--- config.mk ---
export PLATFORM = sky130hd
export DESIGN_NAME = router_reg
export DESIGN_NICKNAME = d
export VERILOG_FILES = /design/src/rtl/router_pkg.sv /design/src/rtl/router_parity_acc.sv /design/src/rtl/router_reg.sv
export SDC_FILE = /design/constraint.sdc
export NUM_CORES = 1
export LEC_CHECK = 0
export ABC_AREA = 1
export BUFFER_PORTS_ARGS = -buffer_cell sky130_fd_sc_hd__buf_4
export CAP_MARGIN = 20
export CORE_ASPECT_RATIO = 0.8
export CORE_MARGIN = 4
export CORE_UTILIZATION = 40
export CTS_BUF_LIST = sky130_fd_sc_hd__clkbuf_4 sky130_fd_sc_hd__clkbuf_8 sky130_fd_sc_hd__clkbuf_16
export CTS_CLUSTER_DIAMETER = 200
export DETAILED_ROUTE_END_ITERATION = 8
export GPL_TIMING_DRIVEN = 1
export HOLD_SLACK_MARGIN = 0.1
export PLACE_DENSITY = 0.68
export SYNTH_ARGS = -nofsm -noshare
export SYNTH_HDL_FRONTEND = slang
export SYNTH_SLANG_ARGS = --single-unit
--- constraint.sdc ---
create_clock -name clk -period 1.2 [get_ports clk]
set_input_delay 0.24 -clock clk [delete_from_list [all_inputs] [get_ports clk]]
set_output_delay 0.24 -clock clk [all_outputs]
set_load 0.01 [all_outputs]
--- src/rtl/router_pkg.sv ---
// rtl/router_pkg.sv - shared widths and address constants for the router datapath
package router_pkg;

    localparam int DATA_W_DEF = 8;
    localparam int ADDR_W     = 2;

    // Address field value that does not select any of the three output ports.
    localparam logic [ADDR_W-1:0] ADDR_INVALID = 2'b11;

endpackage

--- src/rtl/router_parity_acc.sv ---
// rtl/router_parity_acc.sv - running XOR parity, packet parity capture and mismatch flag
//   clk, rst        : clock, synchronous active-high reset
//   clr             : start of packet; clears int_par and parity_done
//   xor_en/xor_byte : fold xor_byte into int_par
//   cap_en/cap_byte : capture the packet parity byte into pkt_par
//   chk             : compare int_par against pkt_par (CHECK_PARITY_ERROR)
//   err_clr         : clear err at the start of the next packet
//   int_par, pkt_par, parity_done, err : registered results
module router_parity_acc
    import router_pkg::*;
#(
    parameter int DATA_W = DATA_W_DEF
) (
    input  logic              clk,
    input  logic              rst,
    input  logic              clr,
    input  logic              xor_en,
    input  logic [DATA_W-1:0] xor_byte,
    input  logic              cap_en,
    input  logic [DATA_W-1:0] cap_byte,
    input  logic              chk,
    input  logic              err_clr,
    output logic [DATA_W-1:0] int_par,
    output logic [DATA_W-1:0] pkt_par,
    output logic              parity_done,
    output logic              err
);

    always_ff @(posedge clk) begin
        if (rst) begin
            int_par <= '0;
        end else if (clr) begin
            int_par <= '0;
        end else if (xor_en) begin
            int_par <= int_par ^ xor_byte;
        end
    end

    // Capture wins over clear; the FSM never asserts both in one cycle.
    always_ff @(posedge clk) begin
        if (rst) begin
            pkt_par     <= '0;
            parity_done <= 1'b0;
        end else if (cap_en) begin
            pkt_par     <= cap_byte;
            parity_done <= 1'b1;
        end else if (clr) begin
            parity_done <= 1'b0;
        end
    end

    // Only compare once the parity byte has really been captured.
    always_ff @(posedge clk) begin
        if (rst) begin
            err <= 1'b0;
        end else if (chk && parity_done) begin
            err <= (int_par != pkt_par);
        end else if (err_clr) begin
            err <= 1'b0;
        end
    end

endmodule

--- src/rtl/router_reg.sv ---
// rtl/router_reg.sv - router datapath register stage between input port and output FIFOs
//   clk, rst     : clock, synchronous active-high reset
//   pkt_vld      : source byte valid, drops with the parity byte
//   data_in      : source byte
//   fifo_full    : selected output FIFO is full
//   detect_add, lfd_state, ld_state, laf_state, full_state, rst_int_reg : FSM state decodes
//   parity_done  : packet parity byte captured
//   low_pkt_vld  : pkt_vld seen low while in LOAD_DATA
//   err          : parity mismatch for the last packet
//   dout         : FIFO write data
//   err_cnt      : saturating count of err rising edges (only with ROUTER_REG_ERR_CNT_EN)
module router_reg
    import router_pkg::*;
#(
    parameter int DATA_W = DATA_W_DEF
) (
    input  logic              clk,
    input  logic              rst,
    input  logic              pkt_vld,
    input  logic [DATA_W-1:0] data_in,
    input  logic              fifo_full,
    input  logic              detect_add,
    input  logic              lfd_state,
    input  logic              ld_state,
    input  logic              laf_state,
    input  logic              full_state,
    input  logic              rst_int_reg,
    output logic              parity_done,
    output logic              low_pkt_vld,
    output logic              err,
    output logic [DATA_W-1:0] dout
`ifdef ROUTER_REG_ERR_CNT_EN
    ,
    output logic [7:0]        err_cnt
`endif
);

    logic [DATA_W-1:0] hdr;
    logic [DATA_W-1:0] full_byte;
    logic [DATA_W-1:0] int_par;
    logic [DATA_W-1:0] pkt_par;

    logic              xor_en;
    logic [DATA_W-1:0] xor_byte;
    logic              cap_en;
    logic [DATA_W-1:0] cap_byte;

    // Header is only latched for a routable address.
    always_ff @(posedge clk) begin
        if (rst) begin
            hdr <= '0;
        end else if (detect_add && pkt_vld && (data_in[ADDR_W-1:0] != ADDR_INVALID)) begin
            hdr <= data_in;
        end
    end

    always_ff @(posedge clk) begin
        if (rst) begin
            dout <= '0;
        end else if (lfd_state) begin
            dout <= hdr;
        end else if (ld_state && !fifo_full) begin
            dout <= data_in;
        end else if (laf_state) begin
            dout <= full_byte;
        end
    end

    // Parks the byte that arrived while the FIFO was full; it is replayed in
    // LOAD_AFTER_FULL and stays put throughout FIFO_FULL_STATE.
    always_ff @(posedge clk) begin
        if (rst) begin
            full_byte <= '0;
        end else if (ld_state && fifo_full) begin
            full_byte <= data_in;
        end
    end

    always_ff @(posedge clk) begin
        if (rst) begin
            low_pkt_vld <= 1'b0;
        end else if (ld_state && !pkt_vld) begin
            low_pkt_vld <= 1'b1;
        end else if (rst_int_reg) begin
            low_pkt_vld <= 1'b0;
        end
    end

    // Payload bytes are folded in on arrival, so a byte parked in full_byte is
    // not counted again when it is replayed from LOAD_AFTER_FULL.
    always_comb begin
        xor_en   = 1'b0;
        xor_byte = data_in;
        cap_en   = 1'b0;
        cap_byte = data_in;
        if (lfd_state) begin
            xor_en   = 1'b1;
            xor_byte = hdr;
        end else if (ld_state && pkt_vld) begin
            xor_en   = 1'b1;
        end
        if (ld_state && !pkt_vld && !fifo_full) begin
            cap_en   = 1'b1;
        end else if (laf_state && low_pkt_vld && !parity_done) begin
            // Parity byte arrived while the FIFO was full; finish the capture now.
            cap_en   = 1'b1;
            cap_byte = full_byte;
        end
    end

    router_parity_acc #(
        .DATA_W (DATA_W)
    ) u_par (
        .clk         (clk),
        .rst         (rst),
        .clr         (detect_add),
        .xor_en      (xor_en),
        .xor_byte    (xor_byte),
        .cap_en      (cap_en),
        .cap_byte    (cap_byte),
        .chk         (rst_int_reg),
        .err_clr     (detect_add && pkt_vld),
        .int_par     (int_par),
        .pkt_par     (pkt_par),
        .parity_done (parity_done),
        .err         (err)
    );

`ifdef ROUTER_REG_ERR_CNT_EN
    logic err_q;

    // Counts the cycle after err rises, using the registered previous value.
    always_ff @(posedge clk) begin
        if (rst) begin
            err_q   <= 1'b0;
            err_cnt <= 8'h00;
        end else begin
            err_q <= err;
            if (err && !err_q && (err_cnt != 8'hFF)) begin
                err_cnt <= err_cnt + 8'h01;
            end
        end
    end
`endif

endmodule

# Word-level counts from Yosys, hierarchy flattened
# Index checks and enable logic that the tools add are counted.
# totals
output_inout_bits	11
input_bits	18
word_cells	45
register_bits	43
# op_classes
n_reduce_logical	18
muxes	16
eq_ne	2
n_bitwise	1
# op_table
op	count
8-bit two-way mux	6
1-bit logical AND	10
1-bit two-way mux	10
8-bit != test	1
8-bit XOR	1
2-bit nonzero test	3
1-bit zero test	3
3-bit nonzero test	1
2-bit != test (second input constant)	1
2-bit OR reduction	1

# Logic depth before layout (Yosys ltp)
# depth
ltp_word	5
depth_mapped	8
mapped_depth_nobuf	7

# Cells and area by module
# Synthesis repeated with hierarchy kept, for this count alone.
# unflattened
hier_cells	315
hier_area_um2	2142.1
# by_module_without_submodules
module	area_each_um2	n_inst	cells_per_inst	seq_area_each_um2
router_reg	1306.3	1	201	500.5
router_parity_acc	835.8	1	114	360.3

# Least setup slack after synthesis
# OpenSTA, ideal clock, no wires.
# synth_path
kind	register -> register
startpoint	reg u_par.parity_done
endpoint	reg u_par.pkt_par[1]
path_buffers	0
stages_incl_launch_ff	8
setup_time_ps	116
slack_ps	201
period_less_slack_ps	999
required_time_ps	1084
arrival_time_ps	883
path_cell_list	dfxtp_1 inv_1 nand3_2 inv_1 nand2_1 nand3_1 o211ai_1 inv_1
# synth_between
elab_chain_cells	4
elab_cells_between_ends	6
cone_classes	mux: 4; reduce/logical: 2
# synth_lines
element	line_no	rtl
start, declared	router_parity_acc.sv:25	output logic parity_done,
start signal, assigned	router_parity_acc.sv:43	parity_done <= 1'b0;
start signal, assigned	router_parity_acc.sv:46	parity_done <= 1'b1;
start signal, assigned	router_parity_acc.sv:48	parity_done <= 1'b0;
1-bit zero test (*)	router_reg.sv:104	end else if (laf_state && low_pkt_vld && !parity_done) begin
1-bit logical AND (*)	router_reg.sv:104	
8-bit two-way mux or 1-bit two-way mux (tied branches)	router_reg.sv:104	
8-bit two-way mux or 1-bit two-way mux (tied branches)	router_reg.sv:102	if (ld_state && !pkt_vld && !fifo_full) begin
end signal, assigned	router_parity_acc.sv:45	pkt_par <= cap_byte;
end, declared	router_parity_acc.sv:24	output logic [DATA_W-1:0] pkt_par,
# Every way passes the cells marked *; elsewhere a longest branch is shown, timed or not.
# A chain may end at the register's enable or synchronous reset.

# Worst setup path in the final report
# layout_path
startpoint	reg u_par.parity_done
endpoint	out parity_done
# layout_rtl
element	line_no	rtl
end, declared	router_reg.sv:28	output logic parity_done,
# No word-level cell between the ends.

==> key figures <==
Synth
  • Top cells by area, synth: dfxtp_1 (41%), nand2_1 (12%), inv_1 (9.5%), a21oi_1 (8.9%), nor2_1 (7.2%)
  • Sequential-to-total area share from yosys stat: 0.411
  • Yosys top cell by area: dfxtp_1
  • Synth Area in XOR/XNOR: 0.00837
  • Largest family of logic cells by synthesized area: simple AND/OR/NAND/NOR gates
  • Post-synthesis compound-gate area fraction: 0.207
  • Post-synthesis adder-cell area fraction: 0
  • Mux cell area share after synthesis: 0
  • Synth cell types: 22
  • Syn. warnings: 0
  • Post-synthesis sequential element count: between 40 and 50
  • Most frequent cell after synthesis: nand2_1
  • Synth Instances: 308
  • Commonest cells post-synth: nand2_1 (68), inv_1 (53), dfxtp_1 (43), nor2_1 (40), a21oi_1 (37)
  • Synth Area per Inst: approximately 6.8 um^2
  • Post-Synth Simple-Gate Area: 0.243
  • Asr flop ratio synth: 0
  • EDFF count, synth: 0
  • Synth Flop Type: dfxtp_1
  • Post-synth top area share: 0.411
  • Mapped cell area: between 0.002 and 0.0025 mm^2
  • Syn_nets: 326

Critical path
  • CP Capture Type: primary output
  • Critical Path AT: about 880 ps
  • CP max FO: 3
  • Crit-path cells: buf_4 -> buf_4
  • Number of buffers and inverters on the critical path: 2
  • CP peak stage delay: 320 ps
  • Top delay family on crit path: flip-flops
  • Startpoint Class: flop
  • Setup CP Type: flop to primary output
  • Worst EP required: ~960 ps
  • CP max stage cell: dfxtp_1
  • Crit path top cell by count: buf_4

Route
  • # DRC: 0
  • Post-DRT Antenna Nets: 0
  • Post-DR vias/cell: around 5
  • Iteration count of the initial detailed-routing pass: 4
  • Routed WL: slightly above 5000 um
  • Detailed Route Iter0 Violations: between 90 and 100
  • Avg WL per Cell: around 12 um
  • Vias after detailed routing: around 2,000

Pwr
  • Leakage dissipation: roughly 1.2 nW
  • Clock share of power: 0.314
  • Sequential Power Share: 0.518
  • Int Pwr: roughly 2.2 mW
  • Power Total: around 3 mW
  • Max rail drop VDD: 0.804 mV
  • Share of total power in combinational logic: 0.168
  • Switch Pwr: roughly 830 uW
  • Net Sw Frac: 0.274
  • Power Density: 1200 mW/mm^2

Global route
  • Global-route wire length before repair: around 8700 um
  • Total GRT Usage: 0.171
  • Initial antenna violation count: 0
  • Congestion Overflow GR: 0
  • Vias in the first global route: around 1,900
  • Largest net degree at the start of global routing: 28

Run status
  • Status: finished, final reports clean

Cells and area
  • Filler Cell Count: a little over 500
  • ANT cells: 0
  • Share of layout cells above drive strength 1: 0.159
  • Util after Layout: 0.500
  • Final layout net count: roughly 360
  • Cell area after layout: approximately 0.0025 mm^2
  • Area grow syn2layout: 20.3%

Floorplan
  • DIE AREA: 0.00646 mm^2
  • I/O pin count: 29
  • Chip width: ~90 um
  • Chip height: 72.7 um
  • Core Area: 0.00504 mm^2
  • # rows: 23
  • Starting Density: 0.415

Place
  • Port Buffers: 27
  • Post-detail-place hpwl: 3870 um
  • RD Place Congestion: 0.804
  • Cell Area, Placed: 0.00242 mm^2

Clock tree
  • Clock sinks: 43
  • CTS tree: yes
  • Clock root buffer master: clkbuf_8
  • Clock slew at reported path FFs: about 80 ps
  • Worst-Skew Late Latency: ~290 ps
  • Longest Clk Path Bufs: 2
  • H-Tree Depth: 2
  • Cts hold-fix bufs: 0
  • CTS Buf Count: 5

Timing
  • TNS Setup: 0 ps
  • Tmin final: 1120 ps
  • Unrepaired setup endpoints after global routing: no
  • Slew HR: 0.776
  • Hold WS: about 190 ps
  • Fmax: roughly 900 MHz
  • Final-report setup violation count: 0
  • Final Max Slew Viols: 0
  • Clock skew: 2.85 ps
  • Final Cycle Share: 0.930
  • Worst-margin pin slew: around 340 ps
  • Final Hold Viols: 0

Hold path
  • Type of the most critical hold path: input port to flop

Run
  • Number of max-cap violations: 0
==> metal layers <==
metal	wire (um)	vias up	global-route usage
met5	0	-	0
met3	331	7	0.0361
met1	2410	884	0.232
met4	51	0	0.0403
met2	2280	49	0.278
li1	-	1047	-
==> area by class of cell <==
class                   instances  area [um^2]  area share
clock buffers                   7         83.8      0.0333
clock inverters                 1         5.00     0.00199
inverters                      54          205      0.0816
multi-input cells             202          966       0.384
flip-flops and latches         43          861       0.342
well taps                      62         77.6      0.0308
repair buffers                 39          318       0.126
==> flip-flops by register name (all words and copies together), names as in the netlist <==
register / cells
u_par.pkt_par: 8
dout: 8
low_pkt_vld: 1
u_par.int_par: 8
u_par.err: 1
u_par.parity_done: 1
full_byte: 8
hdr: 8
==> stage by stage <==
stage	setup slack, ps	std cells
3_5_place_dp	2.25	400
4_1_cts	67.0	408
6_report	84.0	408
3_3_place_gp	27.2	400
2_1_floorplan	201	308
5_1_grt	33.9	408
==> worst register-to-register path, delay by kind of cell, from the launching register on <==
| kind | cells | cell delay, ps |
|---|---|---|
| DFF | 1 | 340 |
| and+or+nand+nor | 5 | 460 |
| buffers and inverters | 1 | 120 |
==> cells by family after synthesis <==
family / after synthesis
AOI/OAI and AO/OA: 81
xor gates and xnor gates: 2
buffers and inverters: 63
DFF: 43
and+or+nand+nor: 119
==> layout by cell type, fill, tap and decap left out, types with 2 or more instances in the layout <==
| cell | instances |
|---|---|
| buf_4 | 37 |
| a211oi_1 | 2 |
| nand2_1 | 68 |
| clkbuf_8 | 5 |
| clkbuf_4 | 2 |
| a21oi_1 | 37 |
| nand3_1 | 4 |
| o211ai_1 | 5 |
| nor2_1 | 40 |
| inv_1 | 52 |
| o21ai_1 | 2 |
| o22ai_1 | 8 |
| buf_12 | 2 |
| xnor2_1 | 2 |
| o21ai_0 | 27 |
| dfxtp_1 | 43 |
==> repair_timing <==
action	CTS	global route
gates resized for setup	0	3
buffers inserted	0	0
setup endpoints to repair	0	5
==> power by group through the flow <==
stage          Clock [mW]  Combinational [mW]  Sequential (mW)
5_1_grt              1.04               0.573             1.57
4_1_cts             0.980               0.508             1.56
3_5_place_dp            0               0.504             1.59
6_report            0.944               0.507             1.56
2_1_floorplan           0               0.299             1.60
3_3_place_gp            0               0.494             1.59
==> final timing paths <==
| kind | from | endpoint | slack, ps | cells after the start |
|---|---|---|---|---|
| worst max-delay path | u_par.parity_done | parity_done | 80 | 2 |
| worst min-delay path | rst | low_pkt_vld | 190 | 2 |
| worst max register to register | u_par.parity_done | u_par.err | 190 | 6 |
| worst min register to register | hdr[6] | hdr[6] | 450 | 2 |
(Power assumes the default switching activity.)
